--- config.mk ---
export PLATFORM = sky130hd
export DESIGN_NAME = booth_iter_mul
export DESIGN_NICKNAME = d
export VERILOG_FILES = /design/src/rtl/booth_pkg.sv /design/src/rtl/booth_pp_select.sv /design/src/rtl/booth_iter_mul.sv
export SDC_FILE = /design/constraint.sdc
export NUM_CORES = 1
export LEC_CHECK = 0
export ABC_CLOCK_PERIOD_IN_PS = 4150
export CAP_MARGIN = 20
export CORE_MARGIN = 2
export CORE_UTILIZATION = 45
export CTS_BUF_LIST = sky130_fd_sc_hd__clkbuf_4
export DETAILED_ROUTE_END_ITERATION = 16
export PLACE_DENSITY = 0.66
export SETUP_SLACK_MARGIN = 0.15
export SLEW_MARGIN = 10
export SYNTH_ARGS = -nofsm -noshare
export SYNTH_HDL_FRONTEND = slang
export SYNTH_SLANG_ARGS = --single-unit
--- constraint.sdc ---
create_clock -name clk -period 4.15 [get_ports clk]
set_clock_uncertainty 0.05 [all_clocks]
set_input_delay 0.415 -clock clk [delete_from_list [all_inputs] [get_ports clk]]
set_output_delay 0.415 -clock clk [all_outputs]
set_load 0.02 [all_outputs]
--- src/rtl/booth_pkg.sv ---
// Shared definitions for the iterative radix-4 Booth multiplier:
// FSM state encoding, Booth digit encodings and the digit-count helper.
package booth_pkg;

    typedef enum logic [1:0] {
        IDLE = 2'd0,
        RUN  = 2'd1,
        DONE = 2'd2
    } state_t;

    // Radix-4 Booth digit encodings (b[2i+1], b[2i], b[2i-1]).
    localparam logic [2:0] DIG_ZERO_0 = 3'b000;
    localparam logic [2:0] DIG_PA_0   = 3'b001;
    localparam logic [2:0] DIG_PA_1   = 3'b010;
    localparam logic [2:0] DIG_P2A    = 3'b011;
    localparam logic [2:0] DIG_M2A    = 3'b100;
    localparam logic [2:0] DIG_MA_0   = 3'b101;
    localparam logic [2:0] DIG_MA_1   = 3'b110;
    localparam logic [2:0] DIG_ZERO_1 = 3'b111;

    // Number of Booth digits for an unsigned operand of the given width,
    // including the extra digit that absorbs the zero extension.
    function automatic int booth_ndig(input int width);
        return width / 2 + 1;
    endfunction

endpackage

--- src/rtl/booth_pp_select.sv ---
// Radix-4 Booth partial-product selector: maps one 3-bit digit and the
// unsigned multiplicand to a two's complement partial product in {0,+-A,+-2A}.
module booth_pp_select
    import booth_pkg::*;
#(
    parameter int WIDTH = 8
) (
    input  logic [2:0]       digit,
    input  logic [WIDTH-1:0] mcand,
    output logic [WIDTH+1:0] pp
);

    logic signed [WIDTH+1:0] pos1;
    logic signed [WIDTH+1:0] pos2;

    // +A and +2A both fit as positive values in WIDTH+2 bits.
    assign pos1 = signed'({2'b00, mcand});
    assign pos2 = signed'({1'b0, mcand, 1'b0});

    // Decode the digit into the selected multiple of the multiplicand.
    always_comb begin
        pp = '0;
        case (digit)
            DIG_ZERO_0, DIG_ZERO_1: pp = '0;
            DIG_PA_0, DIG_PA_1:     pp = pos1;
            DIG_P2A:                pp = pos2;
            DIG_M2A:                pp = -pos2;
            DIG_MA_0, DIG_MA_1:     pp = -pos1;
            default:                pp = '0;
        endcase
    end

endmodule

--- src/rtl/booth_iter_mul.sv ---
// Iterative radix-4 Booth multiplier: one shared partial-product selector
// walks the multiplier digits one per cycle and accumulates the shifted
// partial products; result leaves through a valid/ready handshake.
module booth_iter_mul
    import booth_pkg::*;
#(
    parameter int WIDTH = 8
) (
    input  logic                 clk,
    input  logic                 rst_n,
    input  logic                 in_valid,
    output logic                 in_ready,
    input  logic [WIDTH-1:0]     a,
    input  logic [WIDTH-1:0]     b,
    output logic                 out_valid,
    input  logic                 out_ready,
    output logic [2*WIDTH-1:0]   product,
    output logic                 busy
);

    localparam int NDIG  = booth_ndig(WIDTH);
    localparam int CNT_W = $clog2(NDIG + 1);
    localparam int ACC_W = 2 * WIDTH + 2;
    localparam logic [CNT_W-1:0] LAST = CNT_W'(NDIG - 1);

    state_t                    state;
    state_t                    state_nxt;
    logic [CNT_W-1:0]          cnt;
    logic [WIDTH-1:0]          mcand;
    logic [WIDTH+2:0]          bext;
    logic [WIDTH+1:0]          pp;
    logic signed [ACC_W-1:0]   pp_sh;
    logic signed [ACC_W-1:0]   acc;
    logic signed [ACC_W-1:0]   acc_nxt;
    logic [2*WIDTH-1:0]        product_q;
    logic                      accept;
    logic                      last_dig;

    // bext is shifted right two bits per digit, so the current digit is
    // always its low three bits.
    booth_pp_select #(.WIDTH(WIDTH)) u_pp_select (
        .digit (bext[2:0]),
        .mcand (mcand),
        .pp    (pp)
    );

    assign accept   = (state == IDLE) && in_valid;
    assign last_dig = (state == RUN) && (cnt == LAST);

    // Sign-extend the partial product and align it to digit weight 4^cnt.
    always_comb begin
        pp_sh   = signed'({{WIDTH{pp[WIDTH+1]}}, pp}) <<< {cnt, 1'b0};
        acc_nxt = acc + pp_sh;
    end

    // State register.
    always_ff @(posedge clk or negedge rst_n) begin
        if (!rst_n) begin
            state <= IDLE;
        end else begin
            state <= state_nxt;
        end
    end

    // Next-state logic: accept in IDLE, step digits in RUN, hold in DONE.
    always_comb begin
        state_nxt = state;
        case (state)
            IDLE:    if (in_valid) state_nxt = RUN;
            RUN:     if (cnt == LAST) state_nxt = DONE;
            DONE:    if (out_ready) state_nxt = IDLE;
            default: state_nxt = IDLE;
        endcase
    end

    // Operand capture, digit stepping, accumulation and result register.
    always_ff @(posedge clk or negedge rst_n) begin
        if (!rst_n) begin
            cnt       <= '0;
            mcand     <= '0;
            bext      <= '0;
            acc       <= '0;
            product_q <= '0;
        end else if (accept) begin
            mcand <= a;
            bext  <= {2'b00, b, 1'b0};
            acc   <= '0;
            cnt   <= '0;
        end else if (state == RUN) begin
            acc  <= acc_nxt;
            cnt  <= cnt + CNT_W'(1);
            bext <= bext >> 2;
            if (last_dig) begin
                product_q <= acc_nxt[2*WIDTH-1:0];
            end
        end
    end

    // All handshake outputs are decoded from state alone.
    assign in_ready  = (state == IDLE);
    assign out_valid = (state == DONE);
    assign busy      = (state != IDLE);
    assign product   = product_q;

endmodule

==> results of run 1 <==
==> worst min path at each step <==
stage	startpoint	cells past startpoint	slack, ns	end
detailed placement	rst_n	1	0.41	bext[8]$_DFFE_PN0P_
global route	bext[3]$_DFFE_PN0P_	2	0.47	bext[3]$_DFFE_PN0P_
global placement	rst_n	1	0.40	bext[8]$_DFFE_PN0P_
finish	bext[3]$_DFFE_PN0P_	2	0.45	bext[3]$_DFFE_PN0P_
CTS	bext[3]$_DFFE_PN0P_	2	0.45	bext[3]$_DFFE_PN0P_
floorplan	rst_n	0	0.07	acc[0]$_DFFE_PN0P_
==> flip-flops by register name (all words and copies together) (netlist names) <==
signal and flops:
bext 9, acc 16, mcand 8, product 16
cnt 3, state 2
==> metal layers <==
layer  up-vias  wire length, um  share of wire, %  global-route usage (%)
li1       1729                -                 -                       -
met1      1617             4340                46                    29.4
met2        91             4340                46                    34.3
met3        20              478               5.1                    4.11
met4         0              209               2.2                    7.73
met5         -                0                 0                       0
==> area by class of cell <==
class | count | area share [%]
clock inverters | 3 | 0.940
inverters | 12 | 0.995
flip-flops and latches | 54 | 30.1
well taps | 105 | 2.90
repair buffers | 67 | 13.2
multi-input cells | 357 | 51.1
clock buffers | 5 | 0.829
==> kinds of logic (layout without fill, tap and decap cells) <==
family | count (synthesis) | after routing | synth area share [%]
and+or+nand+nor | 173 | 173 | 22.1
AOI/OAI and AO/OA | 138 | 138 | 23.3
DFF | 54 | 54 | 36.2
buffers and inverters | 43 | 87 | 5.03
adders and majority gates | 19 | 19 | 6.57
xor gates and xnor gates | 18 | 18 | 4.22
muxes | 9 | 9 | 2.58
==> cells in the mapped netlist, types with 6 or more instances <==
cell,n,area [sq um]
nand2b_1,6,37.5
clkbuf_1,23,86.3
o21ai_0,51,255
nor3_1,13,65.1
xnor2_1,9,78.8
ha_1,18,225
a21oi_1,22,110
xor2_1,9,78.8
a31oi_1,7,43.8
dfrtp_1,54,1350
o211ai_1,8,60.1
nor2_1,23,86.3
inv_1,11,41.3
nand3_1,23,115
nand2_1,78,293
a22oi_1,8,60.1
==> per-stage QoR <==
stage | util [%] | cells | setup slack (ns) | area (sq um)
2_1_floorplan | - | 454 | 0.470 | 3730
3_3_place_gp | 51.5 | 578 | 0.195 | 4190
3_5_place_dp | 51.5 | 578 | 0.0313 | 4190
4_1_cts | 52.8 | 589 | 0.163 | 4300
5_1_grt | 55.7 | 603 | 0.120 | 4530
6_report | 55.7 | 603 | 0.313 | 4530
==> worst reg2reg max path, stage by stage, from the launching register on <==
cell and delay [ns]:
dfrtp_2 0.47, or3_4 0.43, o31a_1 0.24, or3_1 0.32, o311ai_0 0.11, o21ai_1 0.15
mux2_2 0.30, nor2_1 0.12, ha_2 0.24, o21ai_1 0.11, o21ai_2 0.16, o221ai_4 0.13
o211ai_1 0.32, nand3b_1 0.11, or4_1 0.41, nand3_1 0.10
==> timing repair <==
item                                   4_1_cts  5_1_grt
hold buffers                                 1        0
gates resized for setup                      1       37
pin swaps                                    2       13
endpoints found under the hold margin       24        0
setup buffers                                2       14
setup endpoints to repair                    2       10
==> impl_metrics.env, run 1 <==
export IMPL_finalCriticalPeriod_ns=3.84
export IMPL_mostFrequentLayoutCells="78 x nand2_1, 46 x dfrtp_1, 45 x o21ai_0"
export IMPL_num_fill_cells=726
export IMPL_numCtsBuffers=5
export IMPL_crit_fanout=7
export IMPL_remaining_drc_errors=0
export IMPL_worst_r2r_cell_count=15
export IMPL_reg2reg_from="mcand[0]$_DFFE_PN0P_"
export IMPL_synth_ff_type="dfrtp_1"
export IMPL_syn_area_per_cell_sq_um=8.22
export IMPL_relSlewSlack_pct=34.8
export IMPL_drv_cap=0
export IMPL_hpwl_um=6720
export IMPL_dieArea_sq_mm=0.00904
export IMPL_ios=39
export IMPL_register_area_sq_mm=0.00136
export IMPL_crit_type="register to register"
export IMPL_grt_pass1_vias=3224
export IMPL_yosysWarnings=0
export IMPL_drive_gt1_share_pct=15.5
export IMPL_worstHoldPathType="register to register"
export IMPL_syn_area_sq_mm=0.00373
export IMPL_critPathMaxStageDelay_ns=0.47
export IMPL_setup_violations=0
export IMPL_max_freq_ghz=0.261
export IMPL_start_util_pct=45.9
export IMPL_antenna_found_initial=0
export IMPL_worstPathCellList="or3_4 -> o31a_1 -> or3_1 -> o311ai_0 -> o21ai_1 -> mux2_2 -> nor2_1 -> ha_2 -> o21ai_1 -> o21ai_2 -> o221ai_4 -> o211ai_1 -> nand3b_1 -> or4_1 -> nand3_1"
export IMPL_yosys_register_bits=54
export IMPL_worst_pin_slew_ns=0.978
export IMPL_synth_cells=454
export IMPL_via_per_inst=5.73
export IMPL_clkSinkCount=54
export IMPL_multi_input_area_sq_mm=0.00231
export IMPL_drv_slew=0
export IMPL_synth_nets=493
export IMPL_crit_start="mcand[0]$_DFFE_PN0P_"
export IMPL_core_area_sq_mm=0.00813
export IMPL_nNetsFinal=536
export IMPL_hold_slack_ns=0.446
export IMPL_die_w_um=95.1
export IMPL_synth_cell_type_count=56
export IMPL_n_antenna_cell=0
export IMPL_r2r_end="product[15]$_DFFE_PN0P_"
export IMPL_insertion_delay_ns=0.38
export IMPL_h_tree_depth=2
export IMPL_cpLargestDelayFamily="simple AND/OR/NAND/NOR gates"
export IMPL_cp_depth=15
export IMPL_rsz0062_at_grt="no"
export IMPL_rrSetupSlack_ns=0.31
export IMPL_path_clk_slew_ns=0.16
export IMPL_detail_route_first_pass_iterations=4
export IMPL_required_ns=4.42
export IMPL_path_common_cell="o21ai_1"
export IMPL_synth_edf_count=0
export IMPL_track_usage_pct=21.6
export IMPL_critPathSlowestCell="dfrtp_2"
export IMPL_cp_buffers_inverters=0
export IMPL_grt_max_degree=31
export IMPL_final_common_cell="nand2_1"
export IMPL_status="finished, final reports clean"
export IMPL_syn2layout_area_growth_pct=21.3
export IMPL_final_antenna_net_count=0
export IMPL_vias=3457
export IMPL_finalHoldViolCount=0
export IMPL_synthArstFlopShare_pct=100
export IMPL_wl_per_cell_um=15.5
export IMPL_tritoncts="done"
export IMPL_fin_crit_sh_pct=92.5
export IMPL_gr_total_overflow=0
export IMPL_dieHeight_um=95.1
export IMPL_grt_pass1_wl_um=15400
export IMPL_endpoint="product[15]$_DFFE_PN0P_"
export IMPL_cp_start_kind="register"
export IMPL_drt_total_wl_um=9370
export IMPL_place_gp_congestion=0.940
export IMPL_arrival_ns=4.11
export IMPL_drt_iter0_markers=388
export IMPL_row_count=33
export IMPL_cts_max_path_buffers=2
export IMPL_cts_root_buffer="clkbuf_4"
export IMPL_critPathCaptureType="register"
export IMPL_io_buffers=38
export IMPL_setup_tns_ns=0
export IMPL_ys_seq_area_share_pct=36.2
Power of run 1 is left out: the tool's default activity adds up to more than one toggle a clock period on the data nets, which glitch-free logic cannot reach.
==> inputs of run 2 (changes only) <==
--- a/config.mk
+++ b/config.mk
@@ -6,11 +6,11 @@
 export NUM_CORES = 1
 export LEC_CHECK = 0
 export ABC_CLOCK_PERIOD_IN_PS = 4150
-export CAP_MARGIN = 20
 export CORE_MARGIN = 2
 export CORE_UTILIZATION = 45
 export CTS_BUF_LIST = sky130_fd_sc_hd__clkbuf_4
 export DETAILED_ROUTE_END_ITERATION = 16
+export GPL_TIMING_DRIVEN = 0
 export PLACE_DENSITY = 0.66
 export SETUP_SLACK_MARGIN = 0.15
 export SLEW_MARGIN = 10
==> run 2 against run 1 <==
Net effect: the flow now finishes with violations (hold timing); setup slack better by 0.0080 ns; critical path type unchanged; routed wire length up 9.0%; global-route usage up 2.1 points; cell area up 0.19%; highest routed layer unchanged.
==> impl_metrics.env, run 2 (synthesis results as in run 1) <==
export IMPL_cp_start_kind="register"
export IMPL_setup_tns_ns=0
export IMPL_place_gp_congestion=0.898
export IMPL_numCtsBuffers=5
export IMPL_hpwl_um=7320
export IMPL_finalCriticalPeriod_ns=3.83
export IMPL_nNetsFinal=549
export IMPL_path_clk_slew_ns=0.17
export IMPL_max_freq_ghz=0.261
export IMPL_status="complete, but fails checks"
export IMPL_required_ns=4.44
export IMPL_io_buffers=38
export IMPL_core_area_sq_mm=0.00813
export IMPL_remaining_drc_errors=0
export IMPL_crit_fanout=9
export IMPL_cts_root_buffer="clkbuf_4"
export IMPL_drv_slew=0
export IMPL_drt_iter0_markers=320
export IMPL_final_antenna_net_count=0
export IMPL_violations="hold timing"
export IMPL_crit_type="register to register"
export IMPL_dp_cells=597
export IMPL_hold_slack_ns=-0.00482
export IMPL_arrival_ns=4.12
export IMPL_drive_gt1_share_pct=12.7
export IMPL_die_w_um=95.1
export IMPL_grt_pass1_vias=3339
export IMPL_dieHeight_um=95.1
export IMPL_setup_violations=0
export IMPL_wl_per_cell_um=16.6
export IMPL_vias=3584
export IMPL_reg2reg_from="mcand[2]$_DFFE_PN0P_"
export IMPL_grt_pass1_wl_um=16700
export IMPL_relSlewSlack_pct=52.2
export IMPL_row_count=33
export IMPL_tritoncts="done"
export IMPL_gr_total_overflow=0
export IMPL_clkSinkCount=54
export IMPL_worst_pin_slew_ns=0.717
export IMPL_via_per_inst=5.82
export IMPL_crit_start="mcand[2]$_DFFE_PN0P_"
export IMPL_detail_route_first_pass_iterations=6
export IMPL_finalHoldViolCount=3
export IMPL_fin_crit_sh_pct=92.3
export IMPL_antenna_found_initial=0
export IMPL_critPathCaptureType="register"
export IMPL_ios=39
export IMPL_final_common_cell="nand2_1"
export IMPL_drt_total_wl_um=10200
export IMPL_worstHoldPathType="primary input to async pin"
export IMPL_cts_max_path_buffers=2
export IMPL_insertion_delay_ns=0.39
export IMPL_grt_max_degree=55
export IMPL_drv_cap=0
export IMPL_rsz0062_at_grt="no"
export IMPL_n_antenna_cell=0
export IMPL_mostFrequentLayoutCells="78 x nand2_1, 54 x dfrtp_1, 45 x o21ai_0"
export IMPL_syn2layout_area_growth_pct=21.5
export IMPL_dieArea_sq_mm=0.00904
export IMPL_instances_no_fill=616
export IMPL_h_tree_depth=2
export IMPL_track_usage_pct=23.7
export IMPL_start_util_pct=45.9
-- run 2: cell types whose count changed in the layout (fill, tap and decap cells not counted), moves of 2 or more --
cell,before,now
o311ai_2,0,2
buf_6,0,3
clkbuf_1,0,19
buf_4,28,13
clkbuf_2,0,3
buf_2,1,3
dfrtp_2,8,0
dfrtp_1,46,54
-- run 2: per-layer routing --
| layer | up-vias | part of all wire, % | GRT usage [%] |
|---|---|---|---|
| li1 | 1744 | - | - |
| met2 | 113 | 45 | 36.7 |
| met1 | 1715 | 49 | 35.1 |
| met5 | - | 0 | 0 |
| met3 | 12 | 5.0 | 3.16 |
| met4 | 0 | 1.0 | 5.92 |
-- run 2: critical path, stage by stage, from the launching register on --
cell	delay (ns)
dfrtp_1	0.41
buf_6	0.14
or3_1	0.32
buf_6	0.15
o31a_1	0.25
or3_4	0.35
o311ai_2	0.09
o21ai_1	0.14
mux2_4	0.29
nor2_2	0.08
ha_2	0.23
o21ai_2	0.08
o21ai_1	0.15
o221ai_2	0.14
o211ai_1	0.30
nand3_1	0.11
or4_1	0.41
nand3_1	0.09
-- run 2: area by class of cell --
cell class	instances	area [sq um]
clock buffer	5	37.5
tap	105	131
inverter	12	45.0
clock inverter	3	16.3
fill	762	3600
timing repair buffer	49	460
buffer	31	160
multi-input combinational	357	2330
sequential	54	1350
-- run 2: through the flow --
step                setup WS, ns  area (sq um)  utilization [%]  hold WS (ns)
global route               0.133          4540             55.8        0.0473
CTS                        0.172          4340             53.4        0.0147
detailed placement       -0.0767          4240             52.1         0.415
floorplan                  0.470          3730                -        0.0694
finish                     0.321          4540             55.8      -0.00482
global placement         -0.0564          4240             52.2         0.410
-- run 2: what timing repair did --
action | 4_1_cts | 5_1_grt
pin swaps | 2 | 10
gates resized for setup | 7 | 41
hold buffers | 0 | 0
setup endpoints to repair | 2 | 12
setup buffers | 4 | 7
-- run 2: final timing paths --
check	slack [ns]	endpoint	depth (start not counted)
worst max-delay path	0.32	acc[15]$_DFFE_PN0P_	17
worst min-delay path	-0.005	bext[7]$_DFFE_PN0P_	1
worst max register to register	0.32	acc[15]$_DFFE_PN0P_	17
worst min register to register	0.45	bext[6]$_DFFE_PN0P_	2
max in group asynchronous	3.56	acc[4]$_DFFE_PN0P_	1
min in group clk	0.45	bext[6]$_DFFE_PN0P_	2
Power of run 2 is left out for the same reason.
==> RTL edit (flow settings as in run 2) <==
The 3 states of `state_t` get a one-hot encoding in 3 bits.
--- a/src/rtl/booth_pkg.sv
+++ b/src/rtl/booth_pkg.sv
@@ -2,10 +2,10 @@
 // FSM state encoding, Booth digit encodings and the digit-count helper.
 package booth_pkg;
 
-    typedef enum logic [1:0] {
-        IDLE = 2'd0,
-        RUN  = 2'd1,
-        DONE = 2'd2
+    typedef enum logic [2:0] {
+        IDLE = 3'b001,
+        RUN  = 3'b010,
+        DONE = 3'b100
     } state_t;
 
     // Radix-4 Booth digit encodings (b[2i+1], b[2i], b[2i-1]).
Function: same outputs for any inputs over 4 cycles, from zero or initial values and one cycle with rst_n low; so few cycles prove little.
==> RTL edit against run 2 <==
Cell area up 8.8%; sequential cell count grew 1; routed wire length rose by 2.1%; area after synthesis up 3.4%; setup slack got worse by 0.049 ns; critical path type unchanged; critical endpoint unchanged.
==> RTL edit: results <==
status:
  outcome: "finished clean"
layout:
  diodes: 0
  buffers: 98
  layout.area.seq_mm2: 0.00138
  multi_input_area_share_pct: 50.9
  non_clock_buffer_area_share_pct: 16.0
  final_cells: 630
  drive_gt1_share_pct: 22.7
  multi_input_gates: 349
  sh_seq_area_pct: 28.0
  fin_nets: 563
  clkCellAreaFrac_pct: 1.12
  fill_cells: 743
  nNonClkInverters: 15
synthesis:
  synthTopCellsByCount: "71 x nand2_1, 54 x dfrtp_1, 43 x o21ai_0"
  async_flop_share_pct: 100
  synthDistinctLibCells: 65
  yosys-top-cells-area: "dfrtp_1 35%, nand2_1 6.9%, ha_1 5.8%"
  yosysSeqAreaShare_pct: 35.7
  ys_warn_count: 0
  syn_nets: 487
  syn_inst: 448
placement:
  place_ws_ns: -0.480
  dp.cells: 591
  dpl_cell_area_mm2: 0.00437
  gp_congestion: 0.933
  dp_hpwl_um: 7230
  portBuffers: 38
detailed_routing:
  wirelength_um: 10400
  via_count: 3663
  drtIter0Drc: 281
  drt_pass1_iterations: 7
power:
  p_leak_nw: 2.10
  seq_power_w: 0.000864
  p_int_w: 0.00231
  ir_drop_mv: 0.431
  comb_power_w: 0.00334
  p_switching_w: 0.00214
clocking:
  clock_latency_ns: 0.40
  clk_path_buf_depth: 2
  clkTransAtPathRegs_ns: 0.17
  cts_sinks: 55
  cts_max_level: 2
  cts_buffers: 5
critical_path:
  crit_arrival_ns: 4.10
  crit_path_max_fanout: 6
timing:
  worst_pin_slew_ns: 0.805
grt:
  grt_pass1_wl_um: 17200
  antenna_found_initial: 0
  grt_pass1_vias: 3434
  grt_max_degree: 56
  grt_use_total_pct: 22.0
worst_hold_path:
  hold_class: "input port to async pin"
floorplan:
  fp.dieW_um: 96.6
[RTL edit: worst paths after layout]
kind / from / endpoint / slack (ns) / cells after the start
max: mcand[0] / acc[15] / 0.27 / 20
min in group clk: bext[5] / bext[5] / 0.45 / 2
max reg2reg: mcand[0] / acc[15] / 0.27 / 20
min: rst_n / bext[8] / 0.004 / 1
max in group asynchronous: rst_n / bext[0] / 3.53 / 1
min reg2reg: bext[5] / bext[5] / 0.45 / 2
[RTL edit: kinds of logic (layout without fill, tap and decap cells)]
family                     after synthesis  count (layout)  share of synthesized area, %
DFF                                     55              55                          35.7
muxes                                   19              19                          5.25
and+or+nand+nor                        151             151                          19.5
xor gates and xnor gates                20              20                          4.54
buffers and inverters                   44             121                          5.38
adders and majority gates               19              19                          6.36
AOI/OAI and AO/OA                      140             140                          23.3
[RTL edit: what timing repair did]
item                                    in CTS  in global routing
endpoints found under the hold margin        0                  0
endpoints found under the setup margin      16                 13
pin swaps                                   11                 24
gates resized for setup                     28                 52
setup buffers                                7                 24
gates cloned                                 0                  0
[RTL edit: critical path, stage by stage (launching register included)]
cell,delay (ns)
dfrtp_1,0.43
buf_8,0.14
inv_6,0.05
ha_4,0.13
or3b_4,0.44
a21boi_2,0.17
o21ai_1,0.09
a22oi_2,0.22
a211oi_2,0.07
a21oi_2,0.15
mux2i_2,0.11
buf_4,0.14
buf_4,0.12
buf_4,0.12
mux2i_1,0.15
ha_2,0.34
a21o_1,0.21
a211oi_2,0.24
a21oi_2,0.10
xnor2_2,0.19
o22ai_1,0.11
[RTL edit: metal layers]
layer / track usage, % / wire length [µm] / vias up
li1: - / - / 1769
met1: 32.2 / 4970 / 1766
met2: 34.9 / 4850 / 117
met3: 2.89 / 465 / 11
met4: 4.77 / 144 / 0
met5: 0 / 0 / -
